--- config.mk ---
export PLATFORM = sky130hd
export DESIGN_NAME = fifo_wr_arbiter
export DESIGN_NICKNAME = d
export VERILOG_FILES = /design/src/rtl/fifo_wr_arbiter.sv
export SDC_FILE = /design/constraint.sdc
export NUM_CORES = 1
export LEC_CHECK = 0
export BUFFER_PORTS_ARGS = -buffer_cell sky130_fd_sc_hd__buf_2
export CORE_MARGIN = 4
export CORE_UTILIZATION = 51
export CTS_BUF_LIST = sky130_fd_sc_hd__clkbuf_2
export CTS_CLUSTER_SIZE = 24
export DETAILED_ROUTE_END_ITERATION = 8
export PLACE_DENSITY = 0.87
export SLEW_MARGIN = 40
export SYNTH_ARGS = -nofsm -noshare
export SYNTH_HDL_FRONTEND = slang
export SYNTH_SLANG_ARGS = --single-unit
--- constraint.sdc ---
create_clock -name clk -period 4 [get_ports clk]
set_input_delay 0.8 -clock clk [delete_from_list [all_inputs] [get_ports clk]]
set_output_delay 0.8 -clock clk [all_outputs]
set_load 0.005 [all_outputs]
--- src/rtl/fifo_wr_arbiter.sv ---
// fifo_wr_arbiter
//   Round-robin arbiter sharing one data-FIFO write port among NUM_REQ
//   requesters. A requester that wins with a non-last beat locks the port
//   (BURST) until its req_last beat is accepted.
//
// Ports
//   clk, reset        rising-edge clock, asynchronous active-high reset
//   req_valid/last    per-requester beat valid / last-of-burst
//   req_data          requester i at [i*DATA_W +: DATA_W]
//   req_ready         per-requester accept, combinational, one-hot or zero
//   fifo_afull        FIFO has at most one free entry; stalls all requesters
//   fifo_wr_en/data   registered write strobe/data, one cycle after accept
//   grant_id          current or most recent owner
//   busy              high while a burst holds the port
//   grant_cnt         (ARB_STATS_EN only) 16-bit saturating completed-burst
//                     counter per requester, requester i at [i*16 +: 16]
//
// Build option: define ARB_STATS_EN to add grant_cnt and its counters.

`ifdef ARB_STATS_EN
module fifo_wr_arbiter_sat_cnt (
  input  logic        clk,
  input  logic        rst,
  input  logic        inc,
  output logic [15:0] cnt
);
  logic [15:0] cnt_q, cnt_d;

  always_comb begin
    cnt_d = cnt_q;
    if (inc && cnt_q != 16'hFFFF) cnt_d = cnt_q + 16'd1;
  end

  always_ff @(posedge clk or posedge rst) begin
    if (rst) cnt_q <= '0;
    else     cnt_q <= cnt_d;
  end

  assign cnt = cnt_q;
endmodule
`endif

module fifo_wr_arbiter #(
  parameter  int NUM_REQ = 4,
  parameter  int DATA_W  = 8,
  localparam int ID_W    = $clog2(NUM_REQ)
) (
  input  logic                      clk,
  input  logic                      reset,
  input  logic [NUM_REQ-1:0]        req_valid,
  input  logic [NUM_REQ-1:0]        req_last,
  input  logic [NUM_REQ*DATA_W-1:0] req_data,
  output logic [NUM_REQ-1:0]        req_ready,
  input  logic                      fifo_afull,
  output logic                      fifo_wr_en,
  output logic [DATA_W-1:0]         fifo_wr_data,
  output logic [ID_W-1:0]           grant_id,
`ifdef ARB_STATS_EN
  output logic [NUM_REQ*16-1:0]     grant_cnt,
`endif
  output logic                      busy
);

  typedef enum logic {IDLE, BURST} state_t;

  state_t                           state_q, state_d;
  logic [ID_W-1:0]                  rr_ptr_q, rr_ptr_d;
  logic [ID_W-1:0]                  grant_id_q, grant_id_d;
  logic                             fifo_wr_en_q, fifo_wr_en_d;
  logic [DATA_W-1:0]                fifo_wr_data_q, fifo_wr_data_d;

  logic [NUM_REQ-1:0][DATA_W-1:0]   data_arr;
  logic [ID_W-1:0]                  winner;
  logic                             win_vld;
  logic [ID_W:0]                    scan_idx;
  logic [ID_W-1:0]                  sel;
  logic                             sel_last;
  logic                             accept;

  assign data_arr = req_data;

  function automatic logic [ID_W-1:0] wrap_inc(input logic [ID_W-1:0] x);
    return (x == ID_W'(NUM_REQ - 1)) ? '0 : x + ID_W'(1);
  endfunction

  // Round-robin scan starting at rr_ptr; the extra index bit lets the sum
  // wrap correctly when NUM_REQ is not a power of two.
  always_comb begin
    winner   = '0;
    win_vld  = 1'b0;
    scan_idx = '0;
    for (int k = 0; k < NUM_REQ; k++) begin
      scan_idx = {1'b0, rr_ptr_q} + (ID_W+1)'(k);
      if (scan_idx >= (ID_W+1)'(NUM_REQ)) scan_idx = scan_idx - (ID_W+1)'(NUM_REQ);
      if (!win_vld && req_valid[scan_idx[ID_W-1:0]]) begin
        winner  = scan_idx[ID_W-1:0];
        win_vld = 1'b1;
      end
    end
  end

  // Reset gates ready directly: state is already IDLE during reset but the
  // scan would still pick a winner from live req_valid.
  always_comb begin
    req_ready = '0;
    if (!reset && !fifo_afull) begin
      if (state_q == IDLE) begin
        if (win_vld) req_ready[winner] = 1'b1;
      end else begin
        req_ready[grant_id_q] = 1'b1;
      end
    end
  end

  assign sel      = (state_q == IDLE) ? winner : grant_id_q;
  assign sel_last = req_last[sel];
  assign accept   = |(req_valid & req_ready);

  always_comb begin
    state_d        = state_q;
    rr_ptr_d       = rr_ptr_q;
    grant_id_d     = grant_id_q;
    fifo_wr_en_d   = accept;
    fifo_wr_data_d = fifo_wr_data_q;
    if (accept) begin
      fifo_wr_data_d = data_arr[sel];
      unique case (state_q)
        IDLE: begin
          grant_id_d = winner;
          if (sel_last) rr_ptr_d = wrap_inc(winner);
          else          state_d  = BURST;
        end
        BURST: begin
          // Owner dropping valid mid-burst simply stalls here; no timeout.
          if (sel_last) begin
            state_d  = IDLE;
            rr_ptr_d = wrap_inc(grant_id_q);
          end
        end
        default: ;
      endcase
    end
  end

  always_ff @(posedge clk or posedge reset) begin
    if (reset) begin
      state_q        <= IDLE;
      rr_ptr_q       <= '0;
      grant_id_q     <= '0;
      fifo_wr_en_q   <= 1'b0;
      fifo_wr_data_q <= '0;
    end else begin
      state_q        <= state_d;
      rr_ptr_q       <= rr_ptr_d;
      grant_id_q     <= grant_id_d;
      fifo_wr_en_q   <= fifo_wr_en_d;
      fifo_wr_data_q <= fifo_wr_data_d;
    end
  end

  assign fifo_wr_en   = fifo_wr_en_q;
  assign fifo_wr_data = fifo_wr_data_q;
  assign grant_id     = grant_id_q;
  assign busy         = (state_q == BURST);

`ifdef ARB_STATS_EN
  logic [NUM_REQ-1:0]       burst_done;
  logic [NUM_REQ-1:0][15:0] cnt_arr;

  always_comb begin
    burst_done = '0;
    if (accept && sel_last) burst_done[sel] = 1'b1;
  end

  for (genvar i = 0; i < NUM_REQ; i++) begin : g_cnt
    fifo_wr_arbiter_sat_cnt u_cnt (
      .clk (clk),
      .rst (reset),
      .inc (burst_done[i]),
      .cnt (cnt_arr[i])
    );
  end

  assign grant_cnt = cnt_arr;
`endif

endmodule

==> out/metrics.cfg <==
[floorplan]
rows = 17
die_y_um = 56.7
core-area_sq_um = 2230
initial_utilization_pct = 54.2
pin_count = 59
die-area_sq_um = 3220
die_w_um = 56.7

[layout]
area_growth_pct = 25.6
num_antenna_cells = 0
drive_gt1_share_pct = 44.1
nets = 229
fin_cells = 205
fin_area_sq_um = 1520
fillers = 188

[timing]
fmax_ghz = 0.309
setup-violations-final = 0
slew_headroom_pct = 55.9
worstMarginPinSlew_ns = 0.662
clock_skew_ns = 0.00704
hold_violations = 0
fin_setup_tns_ns = 0
grt_setup_unrepaired = no
drv_slew = 0
finalCritPeriodShare_pct = 80.9
period_needed_ns = 3.24

[status]
status = completed

[worst_hold_path]
hold_path_depth = 1
hold_class = reg -> reg

[place]
dpl_cell_area_sq_um = 1500
dp_cells = 201
dp_hpwl_um = 2510
portBuffers = 58
gp_congestion = 0.910

[logic_synthesis]
synth_top_area_share_pct = 28.9
synthesis.nets = 171
syn_area_per_cell_sq_um = 10.1
synthArstFlopShare_pct = 100
yosysTopAreaCell = dfrtp_1
synth_cell_type_count = 27
ys_ff_latch = 14
synth_edf_count = 0
syn_area_sq_um = 1210
ys.flop_type = dfrtp_1
ys_top_cells_by_count = mux2i_1, dfrtp_1, mux2_2
synth_most_common_cell = mux2i_1
yosysSeqAreaShare_pct = 28.9
yosysWarningCount = 0
synthTopCellsByArea = dfrtp_1, mux2i_1, mux2_2
synthesis.instances = 120

[clock_tree]
cts_resized = 0
clockBufferDepth = 2
cts_made_buffers = 3
cts.sinks = 14
clockRootBuffer = clkbuf_2
clk_pin_slew_worst_paths_ns = 0.15
post-cts-setup-buffers = 0
htree_levels = 1
cts_tree = built
hold_buffers = 0
clk_latency_ns = 0.28

[pwr]
ir_drop_uv = 440
p_leak_uw = 0.000809
power.density_nw_per_um2 = 667
finalPower_uw = 1020

[grt]
grt_max_degree = 21
grt_util_all_layers_pct = 20.4
antenna_found_initial = 0
grt_pass1_wl_um = 5100
grt_pass1_vias = 1118
overflow = 0

[setup_path]
crit_type = in -> out
required_ns = 3.20
arrival_ns = 2.44
cp_max_fo = 4
end_kind = primary output
rr_worst_depth = 12
worstSetupStartpointType = input port

[detailed_routing]
wire_per_inst_um = 15.3
vias_per_cell = 5.48
drc = 0
firstDrtPassIters = 4
totalWireLength_um = 3130
vias = 1124
drt_iter0_markers = 7
ant_nets = 0

[flow_run]
maxCapViolCount = 0

## cells in the final DEF, fill, tap and decap left out, types with 2 or more instances in the layout
cell type,instances
and2_1,4
and2b_1,2
buf_2,58
clkbuf_2,3
dfrtp_1,14
ha_1,8
inv_1,5
mux2_2,10
mux2_4,3
mux2i_1,24
nand2_1,9
nand2b_1,4
nand3_1,4
nor2_1,7
nor2b_1,3
o21ai_0,6
o221a_4,2
## layout make-up
| type | instances | area (sq um) | share of cell area (%) |
|---|---|---|---|
| clock buffers | 3 | 15.0 | 0.987 |
| multi-input cells | 95 | 801 | 52.6 |
| clock inverters | 1 | 3.75 | 0.247 |
| flip-flops and latches | 14 | 350 | 23.0 |
| inverters | 5 | 18.8 | 1.23 |
| well taps | 28 | 35.0 | 2.30 |
| repair buffers | 59 | 298 | 19.6 |
## routing by layer
| metal | track usage [%] | routed length, um | vias to the layer above |
|---|---|---|---|
| met1 | 23.2 | 1190 | 523 |
| met2 | 35.6 | 1630 | 57 |
| li1 | - | - | 534 |
| met5 | 0 | 0 | - |
| met4 | 9.60 | 78 | 0 |
| met3 | 4.60 | 228 | 10 |
## state kept, by name, indices dropped and copies added, names as in the netlist
register      cells
busy              1
fifo_wr_data      8
fifo_wr_en        1
grant_id          2
rr_ptr_q          2
## kinds of logic after synthesis
| kind of cell | synth area share (%) |
|---|---|
| flops | 28.9 |
| buf+inv | 4.96 |
| simple gates | 15.1 |
| fa+ha+maj | 8.26 |
| mux | 32.9 |
| compound gates | 9.92 |
## worst paths after layout
path / from / slack (ns) / to
min in group asynchronous: reset / 0.56 / fifo_wr_data[5]
worst max-delay path: req_valid[2] / 0.76 / req_ready[2]
worst min-delay path: fifo_wr_data[6] / 0.52 / fifo_wr_data[6]
max in group asynchronous: reset / 3.07 / rr_ptr_q[1]
worst max register to register: rr_ptr_q[0] / 1.33 / rr_ptr_q[1]
worst min register to register: fifo_wr_data[6] / 0.52 / fifo_wr_data[6]
## per-stage QoR
step	util (%)	worst slack [ns]	hold WS [ns]
after detailed placement	67.3	0.805	0.491
after CTS	68.1	0.794	0.522
after global routing	68.1	0.582	0.536
after floorplan	-	1.25	0.490
after global placement	67.3	0.901	0.489
final	68.1	0.764	0.521
## worst max-delay path, stage by stage
cell,delay [ns]
buf_2,0.12
and2b_1,0.17
o21ai_0,0.23
nand2_1,0.08
nor2_1,0.22
inv_1,0.10
ha_1,0.21
nand2b_1,0.10
o21ai_0,0.10
and2_1,0.19
buf_2,0.12
## report_power, final
group	switching, uW	total, uW	internal, uW
logic	316	665	350
clock network	48.6	70.4	21.7
registers	68.8	279	211
(Power assumes the default switching activity.)
